===== src/rtl/spi_sram_responder_pkg.sv =====
// Shared opcodes, sizes and FSM state encoding for the SPI-SRAM responder.
package spi_sram_responder_pkg;

    localparam logic [7:0]  SRAM_OP_READ  = 8'h03;
    localparam logic [7:0]  SRAM_OP_WRITE = 8'h02;
    localparam int unsigned WORD_SIZE     = 16;
    localparam int unsigned CMD_BITS      = 8;

    typedef enum logic [2:0] {
        StIdle,
        StCmd,
        StAddr,
        StRdata,
        StWdata,
        StIgnore
    } state_e;

endpackage


===== src/rtl/spi_sram_responder_pin_sync.sv =====
// Two-flop synchronizer for the SPI pins plus edge pulses on the synced sck and cs.
module spi_sram_responder_pin_sync (
    input  logic clk,
    input  logic rst,
    input  logic ena,
    input  logic sck,
    input  logic cs,
    input  logic si,
    output logic sck_rise,
    output logic sck_fall,
    output logic cs_rise,
    output logic cs_fall,
    output logic si_sync
);

    // [0],[1] are the synchronizer, [2] is the previous synced value for edge detection
    logic [2:0] sck_q;
    logic [2:0] cs_q;
    logic [1:0] si_q;

    always_ff @(posedge clk) begin
        if (rst) begin
            sck_q <= '0;
            cs_q  <= '1;
            si_q  <= '0;
        end else if (ena) begin
            sck_q <= {sck_q[1:0], sck};
            cs_q  <= {cs_q[1:0], cs};
            si_q  <= {si_q[0], si};
        end
    end

    assign sck_rise = ena & sck_q[1] & ~sck_q[2];
    assign sck_fall = ena & ~sck_q[1] & sck_q[2];
    assign cs_rise  = ena & cs_q[1] & ~cs_q[2];
    assign cs_fall  = ena & ~cs_q[1] & cs_q[2];
    assign si_sync  = si_q[1];

endmodule


===== src/rtl/spi_sram_responder.sv =====
// SPI mode-0 SRAM stand-in: READ/WRITE opcodes, 24-bit address, 16-bit burst words.
module spi_sram_responder
    import spi_sram_responder_pkg::*;
#(
    parameter int unsigned DEPTH  = 16,
    parameter int unsigned ADDR_W = 24,
    parameter int unsigned WORD_W = WORD_SIZE
) (
    input  logic clk,
    input  logic rst,
    input  logic ena,
    input  logic sram_cs,
    input  logic sram_sck,
    input  logic sram_si,
    output logic sram_so,
    output logic sram_so_oe,
    output logic busy,
    output logic cmd_error
);

    localparam int unsigned IDX_W = $clog2(DEPTH);

    logic sck_rise, sck_fall, cs_rise, cs_fall, si_s;

    spi_sram_responder_pin_sync u_pin_sync (
        .clk      (clk),
        .rst      (rst),
        .ena      (ena),
        .sck      (sram_sck),
        .cs       (sram_cs),
        .si       (sram_si),
        .sck_rise (sck_rise),
        .sck_fall (sck_fall),
        .cs_rise  (cs_rise),
        .cs_fall  (cs_fall),
        .si_sync  (si_s)
    );

    state_e                 state_q, state_d;
    logic [4:0]             bit_cnt_q, bit_cnt_d;
    logic [CMD_BITS-1:0]    cmd_q, cmd_d;
    logic [IDX_W-1:0]       idx_q, idx_d;
    logic [WORD_W-1:0]      data_q, data_d;
    logic                   is_read_q, is_read_d;
    logic                   so_q, so_d;
    logic                   so_oe_q, so_oe_d;
    logic                   busy_q, busy_d;
    logic                   cmd_error_q, cmd_error_d;
    logic [WORD_W-1:0]      mem_q [DEPTH];
    logic                   mem_we;
    logic [WORD_W-1:0]      mem_wdata;

    always_comb begin
        state_d     = state_q;
        bit_cnt_d   = bit_cnt_q;
        cmd_d       = cmd_q;
        idx_d       = idx_q;
        data_d      = data_q;
        is_read_d   = is_read_q;
        so_d        = so_q;
        so_oe_d     = so_oe_q;
        busy_d      = busy_q;
        cmd_error_d = 1'b0;
        mem_we      = 1'b0;
        mem_wdata   = {data_q[WORD_W-2:0], si_s};

        // cs rise wins over any sck edge seen in the same cycle
        if (cs_rise) begin
            state_d   = StIdle;
            so_d      = 1'b0;
            so_oe_d   = 1'b0;
            busy_d    = 1'b0;
            bit_cnt_d = '0;
        end else begin
            case (state_q)
                StIdle: begin
                    if (cs_fall) begin
                        state_d   = StCmd;
                        busy_d    = 1'b1;
                        bit_cnt_d = '0;
                    end
                end
                StCmd: begin
                    if (sck_rise) begin
                        cmd_d     = {cmd_q[CMD_BITS-2:0], si_s};
                        bit_cnt_d = bit_cnt_q + 5'd1;
                        if (bit_cnt_q == 5'(CMD_BITS - 1)) begin
                            bit_cnt_d = '0;
                            if (cmd_d == SRAM_OP_READ) begin
                                state_d   = StAddr;
                                is_read_d = 1'b1;
                            end else if (cmd_d == SRAM_OP_WRITE) begin
                                state_d   = StAddr;
                                is_read_d = 1'b0;
                            end else begin
                                state_d     = StIgnore;
                                cmd_error_d = 1'b1;
                            end
                        end
                    end
                end
                StAddr: begin
                    // only the low index bits are kept; upper address bits fall off the end
                    if (sck_rise) begin
                        idx_d     = IDX_W'({idx_q, si_s});
                        bit_cnt_d = bit_cnt_q + 5'd1;
                        if (bit_cnt_q == 5'(ADDR_W - 1)) begin
                            bit_cnt_d = '0;
                            state_d   = is_read_q ? StRdata : StWdata;
                        end
                    end
                end
                StRdata: begin
                    if (sck_fall) begin
                        so_oe_d = 1'b1;
                        if (bit_cnt_q == '0) begin
                            so_d   = mem_q[idx_q][WORD_W-1];
                            data_d = {mem_q[idx_q][WORD_W-2:0], 1'b0};
                        end else begin
                            so_d   = data_q[WORD_W-1];
                            data_d = {data_q[WORD_W-2:0], 1'b0};
                        end
                        bit_cnt_d = bit_cnt_q + 5'd1;
                        if (bit_cnt_q == 5'(WORD_W - 1)) begin
                            bit_cnt_d = '0;
                            idx_d     = idx_q + IDX_W'(1);
                        end
                    end
                end
                StWdata: begin
                    if (sck_rise) begin
                        data_d    = mem_wdata;
                        bit_cnt_d = bit_cnt_q + 5'd1;
                        if (bit_cnt_q == 5'(WORD_W - 1)) begin
                            mem_we    = 1'b1;
                            bit_cnt_d = '0;
                            idx_d     = idx_q + IDX_W'(1);
                        end
                    end
                end
                StIgnore: ;
                default: state_d = StIdle;
            endcase
        end
    end

    always_ff @(posedge clk) begin
        if (rst) begin
            state_q     <= StIdle;
            bit_cnt_q   <= '0;
            cmd_q       <= '0;
            idx_q       <= '0;
            data_q      <= '0;
            is_read_q   <= 1'b0;
            so_q        <= 1'b0;
            so_oe_q     <= 1'b0;
            busy_q      <= 1'b0;
            cmd_error_q <= 1'b0;
            for (int i = 0; i < DEPTH; i++) begin
                mem_q[i] <= '0;
            end
        end else if (ena) begin
            state_q     <= state_d;
            bit_cnt_q   <= bit_cnt_d;
            cmd_q       <= cmd_d;
            idx_q       <= idx_d;
            data_q      <= data_d;
            is_read_q   <= is_read_d;
            so_q        <= so_d;
            so_oe_q     <= so_oe_d;
            busy_q      <= busy_d;
            cmd_error_q <= cmd_error_d;
            if (mem_we) begin
                mem_q[idx_q] <= mem_wdata;
            end
        end
    end

    assign sram_so    = so_q;
    assign sram_so_oe = so_oe_q;
    assign busy       = busy_q;
    assign cmd_error  = cmd_error_q;

endmodule


===== config.mk =====
export PLATFORM = sky130hd
export DESIGN_NAME = spi_sram_responder
export DESIGN_NICKNAME = d
export VERILOG_FILES = /design/src/rtl/spi_sram_responder_pkg.sv /design/src/rtl/spi_sram_responder_pin_sync.sv /design/src/rtl/spi_sram_responder.sv
export SDC_FILE = /design/constraint.sdc
export NUM_CORES = 1
export LEC_CHECK = 0
export BUFFER_PORTS_ARGS = -buffer_cell sky130_fd_sc_hd__buf_2
export CORE_ASPECT_RATIO = 2
export CORE_UTILIZATION = 65
export CTS_BUF_LIST = sky130_fd_sc_hd__clkbuf_2
export CTS_CLUSTER_SIZE = 28
export DETAILED_ROUTE_END_ITERATION = 8
export PLACE_DENSITY = 0.86
export SETUP_SLACK_MARGIN = 0.02
export SYNTH_ARGS = -nofsm -noshare
export SYNTH_HDL_FRONTEND = slang
export SYNTH_HIERARCHICAL = 1
export SYNTH_SLANG_ARGS = --single-unit

===== constraint.sdc =====
create_clock -name clk -period 3.5 [get_ports clk]
set_input_delay 0.35 -clock clk [delete_from_list [all_inputs] [get_ports clk]]
set_output_delay 0.35 -clock clk [all_outputs]
set_load 0.03 [all_outputs]

After elaboration in Yosys (flattened, before gate mapping)
Memories as Yosys holds them, arrays and structs flattened. A register that Yosys moved wholly into a read port is not among the register bits.
Cells that the tools add are included.
{"block": "word_totals", "regBits": 48, "ramBits": 256, "in_bits": 6, "out_inout_bits": 4, "word_cells": 132, "memories": 1}
{"memory": "mem_q", "words": 16, "width": 16, "read_ports": 1, "rd_ports_with_merged_regs": 1, "write_ports": 16, "line": "spi_sram_responder.sv:49", "rtl": "logic [WORD_W-1:0] mem_q [DEPTH];"}
{"block": "op_classes", "add_sub_neg": 2, "eq_ne": 21, "muxes": 62, "n_bitwise": 13, "reduce_logical": 20}
{"op": "two-way mux 16 bit", "count": 4}
{"op": "two-way mux 5 bit", "count": 9}
{"op": "case mux 16 bit (2 select lines)", "count": 1}
{"op": "two-way mux 1 bit", "count": 29}
{"op": "two-way mux 4 bit", "count": 7}
{"op": "two-way mux 3 bit", "count": 9}
{"op": "case mux 5 bit (5 select lines)", "count": 1}
{"op": "inequality test 3 bit, second input constant", "count": 7}
{"op": "== test 8 x 2 -> 1 bit, second input constant", "count": 2}
{"op": "OR reduction 16 bit", "count": 1}
{"op": "AND reduction 7 bit", "count": 2}
{"op": "case mux 3 bit (4 select lines)", "count": 1}
{"op": "case mux 4 bit (3 select lines)", "count": 1}
{"op": "AND reduction 6 bit", "count": 2}
{"op": "nonzero test 2 bit", "count": 6}
{"op": "AND 1 bit", "count": 8}
{"op": "== test 3 x 2 -> 1 bit, second input constant", "count": 2}
{"op": "== test 3 bit, second input constant", "count": 2}
{"op": "inequality test 2 bit, second input constant", "count": 3}
{"op": "AND reduction 3 bit", "count": 2}
{"op": "nonzero test 6 bit", "count": 1}
{"op": "adder 5 x 1 -> 5 bit, second input constant", "count": 1}
{"op": "== test 5 x 3 -> 1 bit, second input constant", "count": 1}
{"op": "== test 5 x 4 -> 1 bit, second input constant", "count": 1}
{"op": "11 further kinds", "count": 15}

Logic depth before layout (Yosys ltp)
{"block": "depth", "word_depth": 11, "ltp_mapped": 10, "ltp_nobuf": 8}

Cells and area by module
Netlist, hierarchy kept.
{"mod": "spi_sram_responder", "instances": 1, "cells_each": 990, "area_per_inst_um2": 14098.5, "seq_area_each_um2": 8568.2}
{"mod": "spi_sram_responder_pin_sync", "instances": 1, "cells_each": 33, "area_per_inst_um2": 336.6, "seq_area_each_um2": 160.2}

Least setup slack after synthesis
OpenSTA, ideal clock, no wires.
{"block": "synth_path", "kind": "register to register", "start": "reg bit_cnt_q[0]", "end": "mem mem_q[0][0] in the netlist's numbering (enable)", "setup_time_ps": 334, "arrival_ps": 2200, "slack_ps": 966, "path_stages_with_launch": 9, "path_buffers": 0, "synth_period_minus_slack_ps": 2534, "cell_sequence": "dfxtp_1 ha_1 and3_1 ha_1 nand4b_1 nor3_4 nand2_4 nor3_4 or2_2"}
{"element": "start: declaration", "line": "spi_sram_responder.sv:40", "rtl": "logic [4:0] bit_cnt_q, bit_cnt_d;"}
{"element": "start signal: assignment", "line": "spi_sram_responder.sv:164", "rtl": "bit_cnt_q <= bit_cnt_d;"}
{"element": "end: declaration", "line": "spi_sram_responder.sv:49"}

==> results.tsv <==
stage	metric	value	unit
timing	Worst slew margin	26.4	%
timing	Sum Neg Setup Slack	0	ns
synth	register bit total from synthesis	308	
cells_and_area	commonest non-fill, non-tap cell in the layout	and2_1	
place	Place WS	0.399	ns
critical_path	Worst path most repeated cell	ha_1	
timing	RSZ-0062 raised after global routing	no	
timing	Final Critical Period	3.17	ns
global_routing	largest net degree at the start of global routing	44	
floorplanning	# IOs	10	
timing	final setup margin	0.330	ns
synth	ys async rst share	0	%
critical_path	slowest stage cell, crit path	or2_2	
critical_path	CP Cell Sequence	ha_1 > and3_1 > ha_1 > nand4b_1 > nor3_4 > nand2_4 > nor2_4 > or2_2	
global_routing	antenna violations before repair	1	
critical_path	Top Family by Delay on Critical Path	simple AND/OR/NAND/NOR gates	
place	HPWL Detailed	23600	µm
global_routing	GR Overflow Total	0	
critical_path	CP Data Arrival Time	3.67	ns
floorplanning	Initial Util	66.6	%
timing	Final setup viols	0	
global_routing	first-pass GRT wire length	51200	µm
timing	Fmax achieved	0.316	GHz
critical_path	Crit. End Element	flip-flop	
power	Leak	0.00528	µW
timing	clock skew	0.0710	ns
cts	Resized cells post-CTS	0	
power	Pwr Density	435	mW/mm²
synth	Top FF cell, synth	edfxtp_1	
cts	root buf cell	clkbuf_2	
synth	Mapped Avg Cell Area	14.1	µm²
run_status	status	complete, no violations	
cts	Worst-Skew Late Latency	0.88	ns
drt	DRT iter0 DRCs	826	
synth	Syn Nets	1038	
timing	pins over their slew limit	0	
synth	sequential element share of the synthesized area	60.5	%
drt	final WL	34300	µm
cts	CTS Buf Count	59	
critical_path	WP buf/inv	0	
place	gpl congestion	0.954	
floorplanning	height of the die	213	µm
power	Peak supply drop	0.365	mV
cts	Clock Sinks	308	
critical_path	Worst path depth	8	
global_routing	Total Routing Usage GR	31.8	%
synth	Post-synth EDFFs	256	
critical_path	max incr delay on CP	0.44	ns
critical_path	crit path kind	reg2reg	
timing	Hold Vio Cnt, Final	0	
critical_path	CP Data Required Time	4.00	ns
synth	Post-Syn Area	0.0144	mm²
drt	DRT Pass-1 Iters	6	
job	Max Cap Viol	0	
cts	Clk pin slew, worst setup/hold paths	0.12	ns
critical_path	R2R depth	8	
drt	Vias/cell	6.33	
floorplanning	Die Wd	107	µm
synth	ranking of synthesized cells by area	edfxtp_1 53%, and2_1 11%, mux4_2 10%	
global_routing	vias in the first global route	8785	
synth	share of the synthesized area in the top cell type	53.3	%
floorplanning	Die Area	0.0228	mm²
drt	number of routed nets with antenna violations	0	
critical_path	crit path max fanout	17	
cts	CTS tree	yes	
drt	DRC	0	
cells_and_area	most frequent cells in the layout	257 x and2_1, 256 x edfxtp_1, 72 x clkbuf_2, 65 x mux4_2, 50 x dfxtp_1	
timing	Tcrit/Tclk final	90.6	%
synth	Synth area leader	edfxtp_1	
cells_and_area	Syn-to-layout area delta	6.05	%
floorplanning	area of the core	0.0217	mm²
drt	WL/cell	25.0	µm
drt	Vias	8678	
synth	YS warnings	6	
cells_and_area	layout cells sized above 1	22.8	%
place	Buffers on Ports	9	
cts	H-tree levels	2	
synth	post-synthesis cell count	1023	
min_path	Hold Crit Class	in2reg	
timing	worst-margin pin slew	1.10	ns
floorplanning	Cell Rows	76	
synth	Yosys cell types	60	
cells_and_area	layout net count	1063	
cts	Max Root-Sink Buffers	3	
critical_path	Worst setup SP type	flip-flop	
min_path	Worst Hold Depth	3	
==> metal layers <==
metal	vias up	global-route usage [%]	routed length [µm]
met2	477	56.4	18100
met1	4231	32.4	10700
met4	0	27.8	3430
li1	3818	-	-
met5	-	0	0
met3	152	4.18	2060
==> power breakdown <==
group	total [µW]	switching [µW]	internal (µW)
sequential	4180	69.7	4110
combinational	272	164	108
clock	2200	1370	826
==> synthesized netlist by cell type, drive strengths merged (3+ instances only) <==
library cell and number:
o21a 4, mux2i 31, nand3 10, nor2b 11, clkbuf 44, and2 257
a21oi 27, and3 3, ha 9, nand2 18, o22ai 3, a211o 3
a22oi 16, mux2 16, dfxtp 52, buf 33, a22o 3, nor2 54
inv 9, edfxtp 256, mux4 65, nor3 8, or2 17, o21ai 27
nand2b 13, nand4b 3
==> worst reg2reg max path: stages (launching register included) <==
cell,delay (ns)
dfxtp_1,0.39
ha_1,0.27
and3_1,0.24
ha_1,0.32
nand4b_1,0.21
nor3_4,0.42
nand2_4,0.21
nor2_4,0.31
or2_2,0.44
==> stage by stage <==
step	power, µW	hold WS [ns]	instance area (µm²)	util, %	instances
CTS	6660	0.406	15300	70.6	1371
global placement	4510	0.436	14600	67.4	1252
global route	6860	0.474	15300	70.6	1372
floorplan	4400	0.431	14400	-	1023
finish	6650	0.469	15300	70.6	1372
detailed placement	4520	0.449	14600	67.4	1252
==> repair_timing <==
action | 4_1_cts | 5_1_grt
endpoints found under the setup margin | 0 | 0
hold buffers | 8 | 0
endpoints found under the hold margin | 13 | 0
buffers inserted | 0 | 0
==> layout make-up <==
class                      count  area (µm²)
antenna                        1        2.50
clock buffer                  72         360
clock inverter                39         250
fill                        1383        6370
inverter                       9        33.8
multi-input combinational    629        5270
sequential                   308        8730
tap                          273         342
timing repair buffer          41         318
==> sequential cells by signal, summed over array words and instances, names as in the netlist, named ones only <==
name              count
busy                  1
cmd_error             1
sram_so_oe            1
is_read_q             1
data_q               16
u_pin_sync/sck_q      3
cmd_q                 7
sram_so               1
idx_q                 4
mem_q               256
u_pin_sync/cs_q       3
u_pin_sync/si_q       2
bit_cnt_q             5
state_q               3
==> logic make-up after synthesis <==
family                     after synthesis  synth area share, %
AOI/OAI and AO/OA                       98                 4.25
adders and majority gates                9                0.780
DFF                                    308                 60.5
and+or+nand+nor                        409                 17.9
buffers and inverters                   86                 3.03
muxes                                  112                 13.5
xor gates and xnor gates                 1               0.0607
==> final timing paths <==
path / startpoint / to / slack (ns)
hold reg to reg: u_pin_sync/cs_q[0] / u_pin_sync/cs_q[1] / 0.48
setup reg to reg: bit_cnt_q[0] / mem_q[15][4] / 0.33
hold / removal: rst / bit_cnt_q[4] / 0.47
setup / recovery: bit_cnt_q[0] / mem_q[15][4] / 0.33
Note: power is estimated with default switching activity, not from simulation.
